## src/rtl/mem_wb_stage.sv

```systemverilog
// MEM/WB pipeline register: extracts and extends big-endian load data,
// stalls upstream on slow dmem with a bounded wait, flags misaligned and timed-out loads.
module mem_wb_stage #(
  parameter int MEM_TIMEOUT = 16
) (
  input  logic        clk,
  input  logic        rst,
  input  logic        flush,
  input  logic        mem_valid,
  input  logic [31:0] mem_alu_result,
  input  logic [31:0] mem_link_pc,
  input  logic [4:0]  mem_rd,
  input  logic        mem_reg_write,
  input  logic [1:0]  mem_wb_sel,
  input  logic        mem_is_load,
  input  logic [1:0]  mem_load_size,
  input  logic        mem_load_unsigned,
  input  logic [31:0] dmem_rdata,
  input  logic        dmem_ready,
  output logic        mem_stall,
  output logic        wb_valid,
  output logic [31:0] wb_alu_result,
  output logic [31:0] wb_mem_data,
  output logic [31:0] wb_link_pc,
  output logic [1:0]  wb_sel,
  output logic [4:0]  wb_rd,
  output logic        wb_reg_write,
  output logic        wb_misaligned,
  output logic        wb_bus_error
);

  localparam int CW = (MEM_TIMEOUT > 0) ? $clog2(MEM_TIMEOUT + 1) : 1;
  localparam logic [CW-1:0] TO = CW'(MEM_TIMEOUT);

  typedef enum logic {
    S_RUN,
    S_WAIT
  } state_t;

  state_t        state;
  state_t        state_n;
  logic [CW-1:0] cnt;
  logic [CW-1:0] cnt_n;

  logic [1:0]  off;
  logic        word_sz;
  logic        mis;
  logic        aligned_ld;
  logic        timed_out;
  logic        retire;
  logic        berr;
  logic        sx;
  logic [7:0]  byte_v;
  logic [15:0] half_v;
  logic [31:0] ld_data;

  always_comb begin
    off        = mem_alu_result[1:0];
    word_sz    = (mem_load_size == 2'b00) || (mem_load_size == 2'b11);
    mis        = mem_is_load &&
                 (word_sz ? (off != 2'b00)
                          : ((mem_load_size == 2'b01) && off[0]));
    aligned_ld = mem_valid && mem_is_load && !mis;
    timed_out  = (MEM_TIMEOUT != 0) && (cnt == TO);
  end

  // Big-endian lane select: offset 0 is the most significant byte.
  always_comb begin
    byte_v = dmem_rdata[31:24];
    unique case (off)
      2'd0: byte_v = dmem_rdata[31:24];
      2'd1: byte_v = dmem_rdata[23:16];
      2'd2: byte_v = dmem_rdata[15:8];
      2'd3: byte_v = dmem_rdata[7:0];
    endcase
    half_v = off[1] ? dmem_rdata[15:0] : dmem_rdata[31:16];
    sx     = 1'b0;
    unique case (mem_load_size)
      2'b10: begin
        sx      = !mem_load_unsigned && byte_v[7];
        ld_data = {{24{sx}}, byte_v};
      end
      2'b01: begin
        sx      = !mem_load_unsigned && half_v[15];
        ld_data = {{16{sx}}, half_v};
      end
      default: ld_data = dmem_rdata;
    endcase
  end

  // WAIT retires the held load regardless of mem_valid: upstream is
  // frozen by the stall, so the load is still the MEM instruction.
  always_comb begin
    retire  = 1'b0;
    berr    = 1'b0;
    state_n = state;
    cnt_n   = cnt;
    if (flush) begin
      state_n = S_RUN;
      cnt_n   = '0;
    end else if (state == S_RUN) begin
      if (aligned_ld && !dmem_ready) begin
        state_n = S_WAIT;
        cnt_n   = CW'(1);
      end else begin
        retire = mem_valid;
      end
    end else if (dmem_ready || timed_out) begin
      retire  = 1'b1;
      berr    = !dmem_ready;
      state_n = S_RUN;
      cnt_n   = '0;
    end else begin
      cnt_n = cnt + 1'b1;
    end
  end

  assign mem_stall = !rst && (state_n == S_WAIT);

  always_ff @(posedge clk) begin
    if (rst) begin
      state         <= S_RUN;
      cnt           <= '0;
      wb_valid      <= 1'b0;
      wb_alu_result <= '0;
      wb_mem_data   <= '0;
      wb_link_pc    <= '0;
      wb_sel        <= '0;
      wb_rd         <= '0;
      wb_reg_write  <= 1'b0;
      wb_misaligned <= 1'b0;
      wb_bus_error  <= 1'b0;
    end else begin
      state         <= state_n;
      cnt           <= cnt_n;
      wb_valid      <= retire;
      wb_alu_result <= retire ? mem_alu_result : '0;
      wb_link_pc    <= retire ? mem_link_pc : '0;
      wb_sel        <= retire ? mem_wb_sel : '0;
      wb_rd         <= retire ? mem_rd : '0;
      wb_mem_data   <= (retire && mem_is_load && !mis && !berr)
                       ? ld_data : '0;
      wb_reg_write  <= retire && mem_reg_write && !mis && !berr;
      wb_misaligned <= retire && mis;
      wb_bus_error  <= retire && berr;
    end
  end

endmodule

```

## config.mk

```make
export PLATFORM = sky130hd
export DESIGN_NAME = mem_wb_stage
export DESIGN_NICKNAME = d
export VERILOG_FILES = /design/src/rtl/mem_wb_stage.sv
export SDC_FILE = /design/constraint.sdc
export NUM_CORES = 1
export LEC_CHECK = 0
export CAP_MARGIN = 10
export CORE_UTILIZATION = 33
export DETAILED_ROUTE_END_ITERATION = 7
export GPL_TIMING_DRIVEN = 0
export PLACE_DENSITY_LB_ADDON = 0.3
export SYNTH_ARGS = -nofsm -noshare
export SYNTH_HDL_FRONTEND = slang
export SYNTH_SLANG_ARGS = --single-unit
```

## constraint.sdc

```tcl
create_clock -name clk -period 1.6 [get_ports clk]
set_input_delay 0.16 -clock clk [delete_from_list [all_inputs] [get_ports clk]]
set_output_delay 0.16 -clock clk [all_outputs]
set_load 0.05 [all_outputs]
```

Word-level counts from Yosys, hierarchy flattened. Index checks and enable logic that the tools add are counted.

Input bits: 113. Register bits: 113. Logic and storage cells: 69. Output and inout bits: 108.

Equality and inequality tests: 7. Bitwise gates (word level): 2. Muxes and demuxes: 18. Reduce and logical (&&, ||, !) cells: 30. $add $sub $neg: 1.

Operator list (number): $pmux W32 S2 (1); $pmux W8 S4 (1); $logic_and A1 B1 Y1 (16); $mux W16 (1); $mux W5 (3); $mux W1 (12); $eq A2 B2 Y1 const B (4); $reduce_or A2 Y1 (3); $add A5 B1 Y5 const B (1); $eq A5 B5 Y1 const B (1); $logic_not A1 Y1 (5); $eq A2 B1 Y1 const B (2); $logic_not A2 Y1 (2); $reduce_bool A2 Y1 (2); $logic_or A1 B1 Y1 (2); $not A1 Y1 (2).

Depth between registers and ports, before layout.
Depth after elaboration: 15. Depth in mapped cells: 7. Gate-level depth less buffers: 6.

Worst setup path before layout. Ideal clock, no wire load.

Path kind: input-to-output. Start point: input mem_load_size[0]. End point: output mem_stall. Path slack: -892 ps. Path buffers: 0. Arrival: 2332 ps. Required time: 1440 ps. Stages on the path: 5. Cell sequence: inv_1 -> ha_1 -> and2_1 -> or4_4 -> a2111oi_2.

Word-level cells in the longest chain between the ends: 11. Elaborated cells between the ends (all ways): 14. Classes of those cells: eq/ne (2); mux (4); reduce/logical (8).

Ends and longest elaborated chain: start: declaration (RTL line 16) `input logic [1:0] mem_load_size,`; $eq A2 B1 Y1, or another cell as far along; $logic_and A1 B1 Y1 / $logic_or A1 B1 Y1 (equally long branches) (RTL line 62, 59); $mux W1 * (RTL line 61) `(word_sz ? (off != 2'b00)`; $logic_and A1 B1 Y1 * (RTL line 60) `mis = mem_is_load &&`; $logic_not A1 Y1 * (RTL line 63) `aligned_ld = mem_valid && mem_is_load && !mis;`; $logic_and A1 B1 Y1 * (RTL line 63); $logic_and A1 B1 Y1 * (RTL line 102) `if (aligned_ld && !dmem_ready) begin`; $mux W1 * (RTL line 102); $mux W1 * (RTL line 101) `end else if (state == S_RUN) begin`; $mux W1 * (RTL line 98) `if (flush) begin`; $logic_and A1 B1 Y1 * (RTL line 118) `assign mem_stall = !rst && (state_n == S_WAIT);`; end: declaration (RTL line 20) `output logic mem_stall,`.

Every way passes the cells marked *; elsewhere a longest branch is shown, timed or not.

Worst setup path after layout.
Start point: input mem_load_size[1]. End point: output mem_stall.

Same word-level chain as after synthesis.

==> summary.txt <==
STA
  – Clock Skew: 0.00859 ns
  – Fin Setup TNS: -13.33 ns
  – Final hold violation count: 0
  – Transition time at the pin with the least slew margin: 0.735 ns
  – Hold WS: 0.109 ns
  – Final worst slack: -0.442 ns
  – Highest clock frequency the design can meet: 490 MHz
  – Post-route fraction of the period consumed by the critical path: 1.28
  – Final Setup Violations: 75
  – Setup repair after global routing missed its margin: true
  – Min cycle time layout: 2.04 ns
  – Count of final max-slew check failures: 0
  – Relative slew margins: 0.506

Worst hold path
  – Worst hold path depth: 2
  – Worst min-delay path category: in2reg
  – Hold Crit Start: dmem_ready
  – Endpoint, Worst Hold: state

Run status
  – Status: finished, violations left
  – Violated checks: setup timing

Floorplan
  – Area enclosed by the die boundary: 12100 µm²
  – Core Area: 11400 µm²
  – Number of standard-cell rows in the floorplan: 39
  – Top-level port count: 221
  – Horizontal extent of the die: 110 µm
  – Chip Height: 110 µm
  – Starting density of the core: 0.338

Worst setup path
  – Critical path fanouts, max: 3
  – Worst reg2reg path depth: 7
  – Setup slack of the most critical reg-to-reg path: -0.25 ns
  – Capturing point of the worst reg2reg path: wb_reg_write
  – Worst R2R Start: cnt[0]
  – CP endpoint kind: output pin
  – Data required, critical path: 1.44 ns
  – Critical path launch point type: primary input
  – CP Class: in2out
  – Critical path data arrival time: 1.88 ns

Logic synthesis
  – Largest family of logic cells by synthesized area: simple AND/OR/NAND/NOR gates
  – Fraction of the yosys area taken by sequential cells: 0.589
  – Share of the synthesized area in the top cell type: 0.589
  – Multiplexer fraction of the synthesized cell area: 0.0297
  – Combined area of all synthesized cells: 3840 µm²
  – Share of the synthesized area in compound gates (AO/OA/AOI/OAI): 0.115
  – Most common flop cell mapped by yosys: sky130_fd_sc_hd__dfxtp_1
  – Warnings from Yosys: 0
  – Area share of fa/ha/maj cells after synthesis: 0.0130
  – Unique cell type count in the Yosys netlist: 41
  – Synthesized-area fraction occupied by xor and xnor cells: 0.00228
  – Share of synthesized flip-flops with an asynchronous set or reset: 0
  – Net count of the mapped netlist: 468
  – Count of flip-flops with a built-in enable after synthesis: 0
  – Post-synth top area cell: sky130_fd_sc_hd__dfxtp_1
  – Post-synthesis register bit count: 113
  – Number of cells produced by synthesis: 351
  – Biggest area contributors in the synthesized netlist: sky130_fd_sc_hd__dfxtp_1 (59%), sky130_fd_sc_hd__and2_1 (12%), sky130_fd_sc_hd__nor2_1 (2.8%), sky130_fd_sc_hd__o221a_2 (2.3%), sky130_fd_sc_hd__a21oi_1 (2.2%)
  – Area fraction in and, or, nand and nor cells after synthesis: 0.209
  – Per-instance average area after synthesis: 10.9 µm²

Finish
  – Fraction of layout cells with a size suffix above 1: 0.242
  – Layout overhead on the synthesized area: 89.7%
  – Final-layout fill cell count: 890
  – Final core area utilization: 0.641
  – Non-Filler Instances: 770
  – N_diodes: 0
  – Commonest non-fill, non-tap cell in the layout: sky130_fd_sc_hd__dfxtp_1
  – Final instance area: 7280 µm²
  – Final Net Count: 731
  – Most frequent cells in the layout: sky130_fd_sc_hd__dfxtp_1 (110), sky130_fd_sc_hd__dlygate4sd2_1 (107), sky130_fd_sc_hd__clkdlybuf4s50_1 (106), sky130_fd_sc_hd__and2_4 (41), sky130_fd_sc_hd__and2_1 (31)

Place
  – Placed instance count: 711
  – Number of port buffers: 217
  – Post-placement setup slack: -1.47 ns
  – Detail Placement HPWL: 8660 µm
  – Routability congestion estimate: 0.789
  – Placed Instance Area: 6220 µm²

Pwr
  – Design Power: 7.61 mW
  – Power density of the placed cells: 1040 nW/µm²
  – Peak supply drop: 0.000741 V
  – Leakage Power: 3.42 nW

Clock network
  – Hold buffers post-CTS: 0
  – Source-to-sink clock delay at the later pin of the worst-skew pair: 0.40 ns
  – Worst-case clock buffer depth: 2
  – H-tree levels: 4
  – Total number of clock tree sinks: 113
  – Clock Pin Slew Worst Setup and Hold Paths: 0.06 ns
  – Clock tree root buffer cell: sky130_fd_sc_hd__clkbuf_16
  – Cts bufs inserted: 17
  – TritonCTS clock tree: yes

Global route
  – Total global-route track usage: 0.199
  – Global-route wire length before repair: 17500 µm
  – Initial antenna violation count: 0
  – Overflow after GRT: 0
  – Maximum number of pins on one net before global-route repair: 17
  – Number of global-route vias before repair: 3377

Detailed routing
  – Routed wire length per instance: 16.0 µm
  – Vias per std cell: 4.61
  – Initial DRC count: 178
  – Final ANT Viol Nets: 0
  – DRC errors left: 0
  – Final Routed Wirelength: 12300 µm
  – Detailed Routing Iterations Pass 1: 6
  – DR vias: 3549

Flow run
  – Max-cap violations: 0
worst max-delay path: stages:
cell and delay [ns]:
sky130_fd_sc_hd__clkdlybuf4s15_2 0.21, sky130_fd_sc_hd__ha_4 0.22, sky130_fd_sc_hd__o21a_1 0.20, sky130_fd_sc_hd__or4_4 0.51
sky130_fd_sc_hd__a2111oi_4 0.37, sky130_fd_sc_hd__buf_6 0.20
logic make-up after synthesis:
group           after synthesis
flops                       113
compound gates               57
simple gates                138
buf+inv                      27
fa+ha+maj                     4
mux                          11
xor+xnor                      1
final cells by class:
type | instances | area, µm² | area share
Buffer | 17 | 140 | 0.0192
Tap cell | 143 | 179 | 0.0246
Inverter | 8 | 32.5 | 0.00447
Sequential cell | 113 | 2270 | 0.311
Clock inverter | 12 | 133 | 0.0182
Clock buffer | 20 | 457 | 0.0627
Timing Repair Buffer | 246 | 2490 | 0.342
Multi-Input combinational cell | 211 | 1590 | 0.218
sequential cells by signal (all words and copies together), names as in the netlist:
name and cells:
cnt 5, wb_valid 1, wb_bus_error 1, wb_sel 2, wb_link_pc 32, wb_misaligned 1, wb_mem_data 32, wb_reg_write 1
state 1, wb_alu_result 32, wb_rd 5
synth_stat cells, types with 3 or more instances:
| cell type | instances |
|---|---|
| sky130_fd_sc_hd__dfxtp_1 | 113 |
| sky130_fd_sc_hd__and2_1 | 72 |
| sky130_fd_sc_hd__nor2_1 | 29 |
| sky130_fd_sc_hd__a21oi_1 | 17 |
| sky130_fd_sc_hd__inv_1 | 8 |
| sky130_fd_sc_hd__mux2i_1 | 8 |
| sky130_fd_sc_hd__nand2_1 | 8 |
| sky130_fd_sc_hd__o221a_2 | 8 |
| sky130_fd_sc_hd__buf_6 | 7 |
| sky130_fd_sc_hd__nor2b_1 | 7 |
| sky130_fd_sc_hd__o21ai_0 | 7 |
| sky130_fd_sc_hd__buf_2 | 6 |
| sky130_fd_sc_hd__a221oi_1 | 5 |
| sky130_fd_sc_hd__clkbuf_1 | 5 |
| sky130_fd_sc_hd__ha_1 | 4 |
| sky130_fd_sc_hd__nor3_1 | 4 |
| sky130_fd_sc_hd__and3_1 | 3 |
| sky130_fd_sc_hd__mux2_2 | 3 |
| sky130_fd_sc_hd__nand3_1 | 3 |
| sky130_fd_sc_hd__nor3b_1 | 3 |
| sky130_fd_sc_hd__o21ai_1 | 3 |
per-layer routing:
metal / vias up / wire length (µm) / GRT usage
met5: - / 0 / 0
li1: 1728 / - / -
met2: 160 / 6400 / 0.352
met3: 25 / 1210 / 0.0699
met4: 0 / 310 / 0.100
met1: 1636 / 4410 / 0.209
report_power, final:
group | internal (mW) | leakage [nW] | switching [mW]
Sequential | 2.87 | 0.917 | 0.0125
Combinational | 0.516 | 2.23 | 0.506
Clock | 2.37 | 0.271 | 1.33
worst max path at each step:
stage	startpoint	endpoint	slack (ns)	cells after the start
2_1_floorplan	mem_load_size[1]	mem_stall	-0.43	4
3_3_place_gp	mem_load_size[1]	mem_stall	-1.47	7
3_5_place_dp	mem_load_size[1]	mem_stall	-1.47	7
4_1_cts	state	mem_stall	-0.47	4
5_1_grt	mem_load_size[1]	mem_stall	-0.49	6
6_report	mem_load_size[1]	mem_stall	-0.44	6
what timing repair did:
action                     4_1_cts  5_1_grt
buffers inserted                18        8
pin swaps                       26       33
setup endpoints to repair      206       93
gates cloned                     9        0
gates resized for setup        159       42
hold endpoints to repair         0        0
Note: power is estimated with default switching activity, not from simulation.
